===== src/rtl/hub75_scan_if.sv =====
// hub75_scan_if: ROM address/data and HUB75 panel pin bundle.
// master = scan controller, slave = ROM + panel side.
interface hub75_scan_if #(
  parameter int XW = 7,
  parameter int YW = 5
);
  logic [XW-1:0] rom_addrx;
  logic [YW-1:0] rom_addry;
  logic [23:0]   rom_data0;
  logic [23:0]   rom_data1;
  logic          hub_clk;
  logic          hub_lat;
  logic          hub_oe_n;
  logic [YW-1:0] hub_row;
  logic [2:0]    hub_rgb0;
  logic [2:0]    hub_rgb1;
  logic          frame_start;
  logic          frame_done;

  modport master (
    output rom_addrx, rom_addry,
    input  rom_data0, rom_data1,
    output hub_clk, hub_lat, hub_oe_n, hub_row,
    output hub_rgb0, hub_rgb1,
    output frame_start, frame_done
  );

  modport slave (
    input  rom_addrx, rom_addry,
    output rom_data0, rom_data1,
    input  hub_clk, hub_lat, hub_oe_n, hub_row,
    input  hub_rgb0, hub_rgb1,
    input  frame_start, frame_done
  );
endinterface


===== src/rtl/hub75_scan_ctrl.sv =====
// hub75_scan_ctrl: dual-half HUB75 scan with BCM bit-planes.
// Reads the sprite ROM per column and weights OE per plane.
module hub75_scan_ctrl #(
  parameter int COLS    = 128,
  parameter int ROWS    = 32,
  parameter int BITS    = 8,
  parameter int OE_BASE = 4
) (
  input  logic         clk,
  input  logic         reset,
  input  logic         enable,
  hub75_scan_if.master bus
);
  localparam int XW = $clog2(COLS);
  localparam int YW = $clog2(ROWS);
  localparam int PW = $clog2(BITS);
  localparam int OW = $clog2((OE_BASE << (BITS - 1)) + 1);
  localparam int RL = ROWS - 1;
  localparam int PL = BITS - 1;
  localparam logic [XW:0]   C_END  = COLS[XW:0];
  localparam logic [XW:0]   C_LAST = C_END - 1'b1;
  localparam logic [YW-1:0] R_LAST = RL[YW-1:0];
  localparam logic [PW-1:0] P_LAST = PL[PW-1:0];
  localparam logic [OW-1:0] OE_B   = OE_BASE[OW-1:0];

  typedef enum logic [1:0] {
    S_IDLE, S_SHIFT, S_LATCH, S_DISP
  } state_t;

  state_t        r_state, w_state_n;
  logic [YW-1:0] r_row, w_row_n;
  logic [PW-1:0] r_plane, w_plane_n;
  logic [XW:0]   r_col, w_col_n;
  logic          r_phase, w_phase_n;
  logic [OW-1:0] r_oe_cnt, w_oe_cnt_n;
  logic [XW-1:0] r_addrx, w_addrx_n;
  logic [YW-1:0] r_addry, w_addry_n;
  logic          r_hclk, w_hclk_n;
  logic          r_lat, w_lat_n;
  logic          r_oe_n, w_oe_n_n;
  logic [YW-1:0] r_hrow, w_hrow_n;
  logic [2:0]    r_rgb0, w_rgb0_n;
  logic [2:0]    r_rgb1, w_rgb1_n;
  logic          r_fs, w_fs_n;
  logic          r_fd, w_fd_n;
  logic          w_go_shift;

  logic [OW-1:0] w_oe_len;
  logic [OW-1:0] w_oe_last;
  logic [4:0]    w_pi;
  logic [2:0]    w_px0;
  logic [2:0]    w_px1;

  assign w_oe_len  = OE_B << r_plane;
  assign w_oe_last = w_oe_len - 1'b1;
  assign w_pi      = 5'(r_plane);
  assign w_px0 = {bus.rom_data0[5'd16 + w_pi],
                  bus.rom_data0[5'd8 + w_pi],
                  bus.rom_data0[w_pi]};
  assign w_px1 = {bus.rom_data1[5'd16 + w_pi],
                  bus.rom_data1[5'd8 + w_pi],
                  bus.rom_data1[w_pi]};

  always_comb begin
    w_state_n  = r_state;
    w_row_n    = r_row;
    w_plane_n  = r_plane;
    w_col_n    = r_col;
    w_phase_n  = r_phase;
    w_oe_cnt_n = r_oe_cnt;
    w_addrx_n  = r_addrx;
    w_addry_n  = r_addry;
    w_hclk_n   = r_hclk;
    w_lat_n    = r_lat;
    w_oe_n_n   = r_oe_n;
    w_hrow_n   = r_hrow;
    w_rgb0_n   = r_rgb0;
    w_rgb1_n   = r_rgb1;
    w_fs_n     = 1'b0;
    w_fd_n     = 1'b0;
    w_go_shift = 1'b0;
    unique case (r_state)
      S_IDLE: begin
        if (enable) begin
          w_go_shift = 1'b1;
          w_row_n    = '0;
          w_plane_n  = '0;
          w_fs_n     = 1'b1;
        end
      end
      S_SHIFT: begin
        w_phase_n = ~r_phase;
        if (r_phase)
          w_col_n = r_col + 1'b1;
        // odd cycle: ROM data for r_col is valid now
        if (r_phase && r_col < C_END) begin
          w_rgb0_n = w_px0;
          w_rgb1_n = w_px1;
          w_hclk_n = 1'b0;
          if (r_col < C_LAST)
            w_addrx_n = r_addrx + 1'b1;
        end
        if (!r_phase && r_col != '0)
          w_hclk_n = 1'b1;
        if (r_phase && r_col == C_END) begin
          w_state_n = S_LATCH;
          w_hclk_n  = 1'b0;
          w_lat_n   = 1'b1;
          w_hrow_n  = r_row;
        end
      end
      S_LATCH: begin
        w_state_n  = S_DISP;
        w_lat_n    = 1'b0;
        w_oe_n_n   = 1'b0;
        w_oe_cnt_n = '0;
      end
      S_DISP: begin
        w_oe_cnt_n = r_oe_cnt + 1'b1;
        if (r_oe_cnt == w_oe_last) begin
          w_oe_n_n = 1'b1;
          if (r_plane != P_LAST) begin
            w_plane_n  = r_plane + 1'b1;
            w_go_shift = 1'b1;
          end else if (r_row != R_LAST) begin
            w_plane_n  = '0;
            w_row_n    = r_row + 1'b1;
            w_go_shift = 1'b1;
          end else begin
            w_plane_n = '0;
            w_row_n   = '0;
            w_fd_n    = 1'b1;
            w_state_n = S_IDLE;
          end
        end
      end
    endcase
    if (w_go_shift) begin
      w_state_n = S_SHIFT;
      w_col_n   = '0;
      w_phase_n = 1'b0;
      w_addrx_n = '0;
      w_addry_n = w_row_n;
      w_hclk_n  = 1'b0;
    end
  end

  always_ff @(posedge clk or posedge reset) begin
    if (reset) begin
      r_state  <= S_IDLE;
      r_row    <= '0;
      r_plane  <= '0;
      r_col    <= '0;
      r_phase  <= 1'b0;
      r_oe_cnt <= '0;
      r_addrx  <= '0;
      r_addry  <= '0;
      r_hclk   <= 1'b0;
      r_lat    <= 1'b0;
      r_oe_n   <= 1'b1;
      r_hrow   <= '0;
      r_rgb0   <= '0;
      r_rgb1   <= '0;
      r_fs     <= 1'b0;
      r_fd     <= 1'b0;
    end else begin
      r_state  <= w_state_n;
      r_row    <= w_row_n;
      r_plane  <= w_plane_n;
      r_col    <= w_col_n;
      r_phase  <= w_phase_n;
      r_oe_cnt <= w_oe_cnt_n;
      r_addrx  <= w_addrx_n;
      r_addry  <= w_addry_n;
      r_hclk   <= w_hclk_n;
      r_lat    <= w_lat_n;
      r_oe_n   <= w_oe_n_n;
      r_hrow   <= w_hrow_n;
      r_rgb0   <= w_rgb0_n;
      r_rgb1   <= w_rgb1_n;
      r_fs     <= w_fs_n;
      r_fd     <= w_fd_n;
    end
  end

  assign bus.rom_addrx   = r_addrx;
  assign bus.rom_addry   = r_addry;
  assign bus.hub_clk     = r_hclk;
  assign bus.hub_lat     = r_lat;
  assign bus.hub_oe_n    = r_oe_n;
  assign bus.hub_row     = r_hrow;
  assign bus.hub_rgb0    = r_rgb0;
  assign bus.hub_rgb1    = r_rgb1;
  assign bus.frame_start = r_fs;
  assign bus.frame_done  = r_fd;
endmodule


===== src/flat_wrapper.sv =====
// flat-port wrapper written by rule: the top's interface ports become plain ports
module hub75_scan_ctrl_flat 
#(
  parameter int COLS    = 128,
  parameter int ROWS    = 32,
  parameter int BITS    = 8,
  parameter int OE_BASE = 4
)
  (clk, reset, enable, bus_rom_addrx, bus_rom_addry, bus_rom_data0, bus_rom_data1, bus_hub_clk, bus_hub_lat, bus_hub_oe_n, bus_hub_row, bus_hub_rgb0, bus_hub_rgb1, bus_frame_start, bus_frame_done);
  hub75_scan_if #(.XW(($clog2(COLS))), .YW(($clog2(ROWS)))) bus_i ();
  input  logic clk;
  input  logic reset;
  input  logic enable;
  output wire logic [$bits(bus_i.rom_addrx)-1:0] bus_rom_addrx;
  output wire logic [$bits(bus_i.rom_addry)-1:0] bus_rom_addry;
  input wire logic [$bits(bus_i.rom_data0)-1:0] bus_rom_data0;
  input wire logic [$bits(bus_i.rom_data1)-1:0] bus_rom_data1;
  output wire logic [$bits(bus_i.hub_clk)-1:0] bus_hub_clk;
  output wire logic [$bits(bus_i.hub_lat)-1:0] bus_hub_lat;
  output wire logic [$bits(bus_i.hub_oe_n)-1:0] bus_hub_oe_n;
  output wire logic [$bits(bus_i.hub_row)-1:0] bus_hub_row;
  output wire logic [$bits(bus_i.hub_rgb0)-1:0] bus_hub_rgb0;
  output wire logic [$bits(bus_i.hub_rgb1)-1:0] bus_hub_rgb1;
  output wire logic [$bits(bus_i.frame_start)-1:0] bus_frame_start;
  output wire logic [$bits(bus_i.frame_done)-1:0] bus_frame_done;
  assign bus_rom_addrx = bus_i.rom_addrx;
  assign bus_rom_addry = bus_i.rom_addry;
  assign bus_i.rom_data0 = bus_rom_data0;
  assign bus_i.rom_data1 = bus_rom_data1;
  assign bus_hub_clk = bus_i.hub_clk;
  assign bus_hub_lat = bus_i.hub_lat;
  assign bus_hub_oe_n = bus_i.hub_oe_n;
  assign bus_hub_row = bus_i.hub_row;
  assign bus_hub_rgb0 = bus_i.hub_rgb0;
  assign bus_hub_rgb1 = bus_i.hub_rgb1;
  assign bus_frame_start = bus_i.frame_start;
  assign bus_frame_done = bus_i.frame_done;
  hub75_scan_ctrl #(.COLS(COLS), .ROWS(ROWS), .BITS(BITS), .OE_BASE(OE_BASE)) u_core (.clk(clk), .reset(reset), .enable(enable), .bus(bus_i));
endmodule

===== config.mk =====
export PLATFORM = sky130hd
export DESIGN_NAME = hub75_scan_ctrl_flat
export DESIGN_NICKNAME = d
export VERILOG_FILES = /design/src/rtl/hub75_scan_if.sv /design/src/rtl/hub75_scan_ctrl.sv /design/src/flat_wrapper.sv
export SDC_FILE = /design/constraint.sdc
export NUM_CORES = 1
export LEC_CHECK = 0
export CORE_MARGIN = 1.5
export CORE_UTILIZATION = 30
export CTS_CLUSTER_SIZE = 30
export DETAILED_ROUTE_END_ITERATION = 10
export PLACE_DENSITY_LB_ADDON = 0.3
export SKIP_LAST_GASP = 1
export SYNTH_ARGS = -nofsm -noshare
export SYNTH_HDL_FRONTEND = slang
export SYNTH_SLANG_ARGS = --single-unit

===== constraint.sdc =====
create_clock -name clk -period 5.1 [get_ports clk]
set_clock_uncertainty 0.15 [all_clocks]
set_input_delay 0.765 -clock clk [delete_from_list [all_inputs] [get_ports clk]]
set_output_delay 0.765 -clock clk [all_outputs]
set_load 0.01 [all_outputs]

==> impl_summary.log, run 1 <==
[metrics] result of the run: complete, no violations
[metrics] wire length of the first global-routing pass: between 10000 and 15000 um
[metrics] cell chosen for the clock root: clkbuf_16
[metrics] Avg Inst Size Synth: 9.96 sq um
[metrics] netlist area before placement: ~0.0035 sq mm
[metrics] Clk pin slew, worst setup/hold paths: roughly 0.05 ns
[metrics] most frequent cell on the critical path: ha_1
[metrics] CORE AREA: about 0.011 sq mm
[metrics] worst-case setup slack after placement: approximately 1.2 ns
[metrics] vias in the first global route: between 2000 and 3000
[metrics] GR Overflow Total: 0
[metrics] Synth top area share: between 30 and 40%
[metrics] count of H-tree levels built during CTS: 3
[metrics] routed length per placed instance: approximately 15 um
[metrics] net count after synthesis: 424
[metrics] top-level port count: roughly 80
[metrics] total global-route track usage: ~14%
[metrics] Hold Violations, Final: 0
[metrics] detailed placer's ending HPWL: roughly 6200 um
[metrics] max-cap viol count: 0
[metrics] primary flip-flop cell chosen by synthesis mapping: dfrtp_1
[metrics] Setup Crit Path Kind: flip-flop to flip-flop
[metrics] via count: around 2900
[metrics] CP top delay family: simple AND/OR/NAND/NOR gates
[metrics] largest vdd supply drop: between 0.15 and 0.2 mV
[metrics] Setup Total Neg Slack: 0 ns
[metrics] Highest Clock Rate: 261 MHz
[metrics] Site Rows: 39
[metrics] Layout Area Growth over Synthesis: 34.5%
[metrics] FFs w/ async S/R, synth: 100%
[metrics] maximum number of buffers from clock root to sink: 2
[metrics] area of the multi-input gates: approximately 0.0020 sq mm
[metrics] final setup violation count: 0
[metrics] worst setup slack after layout: approximately 1.3 ns
[metrics] post-detailed-route via-to-cell ratio: between 5 and 6
[metrics] number of unique standard cell types used by synthesis: 52
[metrics] total leakage power: roughly 2 nW
[metrics] top library cells by usage in the layout, fill and taps aside: clkdlybuf4s50_1, dfrtp_1, nand2_1, nor2_1, o21ai_0
[metrics] RSZ-0062 raised after global routing: false
[metrics] CP Launch Type: flip-flop
[metrics] Routability Congestion: 0.821
[metrics] Post-layout nets: 501
[metrics] hold_buf cts: 0
[metrics] Max stage delay cell, worst path: dfrtp_1
[metrics] crit path from: u_core.r_plane[1]$_DFFE_PP0P_
[metrics] type of element capturing the critical path: flip-flop
[metrics] Die Footprint: around 0.012 sq mm
[metrics] max-slew violation count: 0
[metrics] chip height: ~110 um
[metrics] number of clock buffers inserted by TritonCTS: 9
[metrics] portion of the post-synthesis area used by sequential elements: 40.4%
[metrics] initial antenna violation count: 0
[metrics] critical path required time: between 5 and 6 ns
[metrics] commonest non-fill, non-tap cell in the layout: clkdlybuf4s50_1
[metrics] pin count of the biggest net entering global routing: 58
[metrics] r2r startpoint: u_core.r_plane[1]$_DFFE_PP0P_
[metrics] number of setup buffers added after CTS: 0
[metrics] number of synthesized register bits: between 50 and 60
[metrics] Routed Antenna Nets: 0
[metrics] placed standard-cell area: 0.00444 sq mm
[metrics] fraction of the cycle the final worst path needs: between 70% and 80%
[metrics] clock tree from TritonCTS: built
[metrics] number of sinks on the clock net: 57
[metrics] count of buffers inserted at the top-level ports: 78
[metrics] fraction of layout cells with a size suffix above 1: 11.2%
[metrics] power density normalized to cell area: approximately 240 mW/mm^2
[metrics] Resized cells post-CTS: 0
[metrics] worst path cell trace: inv_1, ha_1, nand2b_4, ha_1, nor4b_1, o32ai_1, xor2_1, nor3_4, a32o_1, buf_4, nor2_1, mux2i_1
[metrics] die width: between 100 and 150 um
[metrics] final standard cell area without fillers: approximately 0.0048 sq mm
[metrics] sequential standard cell area: 0.00143 sq mm
[metrics] Starting DRT DRC Count: about 120
[metrics] worst slew margin relative to its limit: about half
[metrics] Final min period: about 3.8 ns
[metrics] class of the tightest hold or removal check: flip-flop to flip-flop
[metrics] antenna cells: 0
[metrics] post-route core utilization: 41.5%
[metrics] fillcell total: between 1000 and 1500
[metrics] count of flip-flops with a built-in enable after synthesis: 0
[metrics] # DRC: 0
[metrics] highest fanout seen on the critical path: 24
[metrics] maximum cell stage delay along the critical path: 0.76 ns
[metrics] WP buf/inv: 2
[metrics] origin of the worst min-delay path: u_core.bus.hub_lat$_DFFE_PP0P_
[metrics] Starting Density: between 30 and 40%
[metrics] sum of routed wire length over all layers: about 8700 um
[metrics] clock network latency to the later pin of the worst-skew pair: between 0.3 and 0.4 ns
[metrics] yosys synthesis warning count: 0
[metrics] cell taking the most area after synthesis: dfrtp_1
[metrics] endpoint arrival time on the critical path: around 3.9 ns
[metrics] router iterations before antenna repair: 4
[metrics] Post-Synthesis Cells: ~360
[metrics] Slew @ Worst Pin: around 0.75 ns
[metrics] cell types with the largest area share after synthesis: dfrtp_1, mux4_2, ha_1
logic make-up after synthesis:
| logic type | count (synthesis) | synth area share (%) |
|---|---|---|
| fa+ha+maj | 18 | 6.37 |
| simple gates | 134 | 19.4 |
| mux | 30 | 13.1 |
| buf+inv | 31 | 4.03 |
| flops | 57 | 40.4 |
| compound gates | 61 | 10.8 |
| xor+xnor | 24 | 5.94 |
per-stage QoR:
step           power, W  hold slack, ns  instances
3_5_place_dp   0.000519           0.320        564
2_1_floorplan  0.000476           0.326        355
5_1_grt         0.00119           0.359        580
3_3_place_gp   0.000518           0.317        564
4_1_cts         0.00117           0.332        580
6_report        0.00116           0.327        580
synthesized netlist by cell type, types with 6 or more instances:
| library cell | instances |
|---|---|
| nand2_1 | 45 |
| inv_1 | 16 |
| a31oi_1 | 6 |
| o21ai_0 | 29 |
| a21oi_1 | 9 |
| and3_1 | 6 |
| nor2_1 | 32 |
| nor3_1 | 6 |
| mux2_2 | 7 |
| xor2_1 | 14 |
| ha_1 | 18 |
| nand4_1 | 10 |
| nand3_1 | 10 |
| dfrtp_1 | 56 |
| mux4_2 | 12 |
| clkbuf_1 | 7 |
| mux2i_1 | 10 |
| xnor2_1 | 10 |
per-layer routing:
layer | vias to the layer above | GRT usage [%] | wire [um]
met5 | - | 0 | 0
met3 | 9 | 4.57 | 537
met2 | 81 | 23.4 | 4120
met4 | 0 | 4.56 | 97
met1 | 1415 | 18.1 | 3910
li1 | 1422 | - | -
path summary, 6_finish.rpt:
kind                                                      end  slack [ns]  depth (start not counted)
setup / recovery                u_core.r_state[0]$_DFFE_PP0P_        1.27                         12
hold / removal                 u_core.bus.hub_lat$_DFFE_PP0P_        0.33                          2
setup reg to reg                u_core.r_state[0]$_DFFE_PP0P_        1.27                         12
hold reg to reg                u_core.bus.hub_lat$_DFFE_PP0P_        0.33                          2
max in group asynchronous      u_core.r_oe_cnt[9]$_DFFE_PP0P_        3.49                          3
min in group asynchronous  u_core.bus.hub_rgb1[1]$_DFFE_PP0P_        0.80                          3
worst min-delay path, cell delays in order, from the launching register on:
cell	delay (ns)
dfrtp_1	0.34
nand2_1	0.05
o31ai_1	0.05
sequential cells by signal, indices dropped and copies added (netlist names):
| signal | flops |
|---|---|
| u_core.bus.hub_clk | 1 |
| u_core.r_col | 8 |
| u_core.bus.rom_addrx | 7 |
| u_core.r_plane | 3 |
| u_core.bus.hub_row | 5 |
| u_core.bus.hub_lat | 1 |
| u_core.r_state | 2 |
| u_core.bus.hub_oe_n | 1 |
| u_core.bus.frame_done | 1 |
| u_core.r_phase | 1 |
| u_core.bus.frame_start | 1 |
| u_core.bus.hub_rgb1 | 3 |
| u_core.r_oe_cnt | 10 |
| u_core.bus.rom_addry | 5 |
| u_core.bus.hub_rgb0 | 3 |
| u_core.r_row | 5 |
area by class of cell:
class / instances / share of cell area [%]
multi-input combinational: 267 / 41.3
inverter: 16 / 1.26
sequential: 57 / 30.0
clock buffer: 9 / 4.74
timing repair buffer: 81 / 16.9
clock inverter: 7 / 2.00
tap: 143 / 3.76
power breakdown:
group / internal (W) / switching (W)
clock network: 0.000427 / 0.000221
logic: 0.0000407 / 0.0000162
registers: 0.000453 / 0
total: 0.000920 / 0.000237
Note: power is estimated with default switching activity, not from simulation.
==> inputs of run 2 (changes only) <==
Clock period 5.1 ns to 3.83 ns, I/O delays scaled along.
==> impl_summary.log, run 2 (synthesized netlist as in run 1, its figures left out) <==
[metrics] endpoint arrival time on the critical path: 3.53 ns (was 3.92 ns)
[metrics] clock tree from TritonCTS: built (unchanged)
[metrics] CP Launch Type: flip-flop (unchanged)
[metrics] result of the run: complete, no violations (unchanged)
[metrics] total global-route track usage: 14.5% (was 14.3%)
[metrics] class of the tightest hold or removal check: flip-flop to flip-flop (unchanged)
[metrics] flip-flop count of the largest register, all copies and words added: 10 (unchanged)
[metrics] worst-case setup slack after placement: 0.416 ns (was 1.25 ns)
[metrics] largest vdd supply drop: 0.165 mV (was 0.168 mV)
[metrics] total leakage power: 1.99 nW (was 1.96 nW)
[metrics] number of setup buffers added after CTS: 0 (unchanged)
[metrics] placed instance count: 569 (was 564)
[metrics] post-detailed-route via-to-cell ratio: 5.00 (was 5.05)
[metrics] sum of routed wire length over all layers: 8580 um (was 8670 um)
[metrics] chip height: 112 um (unchanged)
[metrics] vias in the first global route: 2988 (was 2897)
[metrics] routed length per placed instance: 14.7 um (was 14.9 um)
[metrics] sum of met3 wire segment lengths after detailed routing: 492 um (was 537 um)
[metrics] Max stage delay cell, worst path: dfrtp_1 (unchanged)
[metrics] initial antenna violation count: 0 (unchanged)
[metrics] Setup Total Neg Slack: 0 ns (unchanged)
[metrics] GR Overflow Total: 0 (unchanged)
[metrics] maximum number of buffers from clock root to sink: 2 (unchanged)
[metrics] top library cells by usage in the layout, fill and taps aside: clkdlybuf4s50_1, dfrtp_1, nand2_1, nor2_1, o21ai_0 (unchanged)
[metrics] Routability Congestion: 0.803 (was 0.821)
[metrics] Hold Violations, Final: 0 (unchanged)
[metrics] max-cap viol count: 0 (unchanged)
[metrics] type of element capturing the critical path: flip-flop (unchanged)
[metrics] Starting Density: 30.8% (unchanged)
[metrics] critical path required time: 3.92 ns (was 5.19 ns)
[metrics] worst hold-check slack: 0.328 ns (was 0.327 ns)
[metrics] commonest non-fill, non-tap cell in the layout: clkdlybuf4s50_1 (unchanged)
[metrics] Clk pin slew, worst setup/hold paths: 0.05 ns (about the same)
[metrics] Routed Antenna Nets: 0 (unchanged)
[metrics] power density normalized to cell area: 334 mW/mm^2 (was 243 mW/mm^2)
[metrics] Highest Clock Rate: 291 MHz (was 261 MHz)
[metrics] fraction of the cycle the final worst path needs: 89.7% (was 75.1%)
[metrics] Starting DRT DRC Count: 119 (was 118)
[metrics] CP top delay family: simple AND/OR/NAND/NOR gates (unchanged)
[metrics] highest routing layer actually used: met4 (unchanged)
[metrics] Slew @ Worst Pin: 0.751 ns (was 0.747 ns)
[metrics] Layout Area Growth over Synthesis: 36.2% (was 34.5%)
[metrics] maximum cell stage delay along the critical path: 0.52 ns (was 0.76 ns)
[metrics] Die Footprint: 0.0124 sq mm (unchanged)
[metrics] via count: 2925 (was 2927)
[metrics] # DRC: 0 (unchanged)
[metrics] area of the multi-input gates: 0.00197 sq mm (unchanged)
[metrics] detailed placer's ending HPWL: 6230 um (was 6210 um)
[metrics] max-slew violation count: 0 (unchanged)
[metrics] count of H-tree levels built during CTS: 3 (unchanged)
[metrics] count of buffers inserted at the top-level ports: 78 (unchanged)
[metrics] top-level port count: 79 (unchanged)
[metrics] Final min period: 3.44 ns (was 3.83 ns)
[metrics] worst path cell trace: inv_1, ha_1, nand2b_4, ha_1, nor4b_1, o32ai_1, xor2_1, nor3_4, a32o_1, buf_4, nor2_1, a31oi_1 (was inv_1, ha_1, nand2b_4, ha_1, nor4b_1, o32ai_1, xor2_1, nor3_4, a32o_1, buf_4, nor2_1, mux2i_1)
[metrics] highest fanout seen on the critical path: 24 (unchanged)
[metrics] sequential standard cell area: 0.00143 sq mm (unchanged)
[metrics] die width: 112 um (unchanged)
[metrics] WP buf/inv: 2 (unchanged)
[metrics] fraction of layout cells with a size suffix above 1: 12.2% (was 11.2%)
[metrics] Post-layout nets: 506 (was 501)
[metrics] Site Rows: 39 (unchanged)
[metrics] final setup violation count: 0 (unchanged)
[metrics] worst setup slack after layout: 0.394 ns (was 1.27 ns)
[metrics] wire length of the first global-routing pass: 14600 um (was 14200 um)
[metrics] RSZ-0062 raised after global routing: false (unchanged)
[metrics] number of clock buffers inserted by TritonCTS: 9 (unchanged)
[metrics] hold_buf cts: 0 (unchanged)
[metrics] register containing the most flip-flops in the final layout: u_core.r_oe_cnt (unchanged)
[metrics] worst slew margin relative to its limit: 49.9% (was 50.2%)
[metrics] Resized cells post-CTS: 0 (unchanged)
[metrics] clock network latency to the later pin of the worst-skew pair: 0.33 ns (about the same)
[metrics] cell chosen for the clock root: clkbuf_16 (unchanged)
[metrics] CORE AREA: 0.0115 sq mm (unchanged)
[metrics] Setup Crit Path Kind: flip-flop to flip-flop (unchanged)
[metrics] pin count of the biggest net entering global routing: 58 (unchanged)
[metrics] number of sinks on the clock net: 57 (unchanged)
[metrics] final non-filler cell total: 585 (was 580)
[metrics] most frequent cell on the critical path: ha_1 (unchanged)
[metrics] met2 wire length: 4040 um (was 4120 um)
[metrics] fillcell total: 1121 (was 1143)
[metrics] met1 WL: 3940 um (was 3910 um)
[metrics] router iterations before antenna repair: 4 (unchanged)
[metrics] antenna cells: 0 (unchanged)
run 2: cell count changes in the layout (fill, tap and decap cells not counted), sizes merged:
cell	previous run	this run
bufinv	2	3
buf	3	8
clkinv	4	2
clkinvlp	1	2
run 2: area by class of cell:
| class | instances | share of cell area [%] |
|---|---|---|
| Multi-Input combinational cell | 267 | 40.8 |
| Sequential cell | 57 | 29.6 |
| Timing Repair Buffer | 86 | 17.5 |
| Clock buffer | 9 | 4.68 |
| Tap cell | 143 | 3.71 |
| Clock inverter | 7 | 2.47 |
| Inverter | 16 | 1.25 |
run 2: per-stage QoR:
| step | util [%] | power, W | area [sq um] |
|---|---|---|---|
| floorplan | - | 0.000633 | 3540 |
| global placement | 39.0 | 0.000690 | 4470 |
| detailed placement | 39.0 | 0.000691 | 4470 |
| CTS | 42.0 | 0.00163 | 4820 |
| global route | 42.0 | 0.00166 | 4820 |
| finish | 42.0 | 0.00161 | 4820 |
run 2: path summary, 6_finish.rpt:
kind                                                    start  cells after the start  slack [ns]                                  end
setup / recovery                u_core.r_plane[1]$_DFFE_PP0P_                     12        0.39  u_core.bus.rom_addry[2]$_DFFE_PP0N_
hold / removal             u_core.bus.hub_rgb1[1]$_DFFE_PP0P_                      2        0.33   u_core.bus.hub_rgb1[1]$_DFFE_PP0P_
setup reg to reg                u_core.r_plane[1]$_DFFE_PP0P_                     12        0.39  u_core.bus.rom_addry[2]$_DFFE_PP0N_
hold reg to reg            u_core.bus.hub_rgb1[1]$_DFFE_PP0P_                      2        0.33   u_core.bus.hub_rgb1[1]$_DFFE_PP0P_
max in group asynchronous                               reset                      3        2.39           u_core.r_phase$_DFFE_PP0P_
min in group asynchronous                               reset                      3        0.61   u_core.bus.hub_rgb1[1]$_DFFE_PP0P_
run 2: worst reg2reg max path, stage by stage (launching register included):
cell and delay (ns):
dfrtp_1 0.52, inv_1 0.13, ha_1 0.34, nand2b_4 0.13, ha_1 0.27, nor4b_1 0.28
o32ai_1 0.14, xor2_1 0.19, nor3_4 0.33, a32o_1 0.36, buf_4 0.31, nor2_1 0.07
a31oi_1 0.14
run 2: metal layers:
metal,GRT usage [%],up-vias
met4,5.40,0
met1,18.9,1411
li1,-,1432
met5,0,-
met3,4.30,8
met2,22.9,74
run 2: power by group:
group / internal [W] / switching [W] / total (W) / leakage, nW
Clock: 0.000635 / 0.000293 / 0.000928 / 0.162
Sequential: 0.000603 / 0 / 0.000603 / 0.637
Combinational: 0.0000542 / 0.0000221 / 0.0000763 / 1.19
Total: 0.00129 / 0.000315 / 0.00161 / 1.99
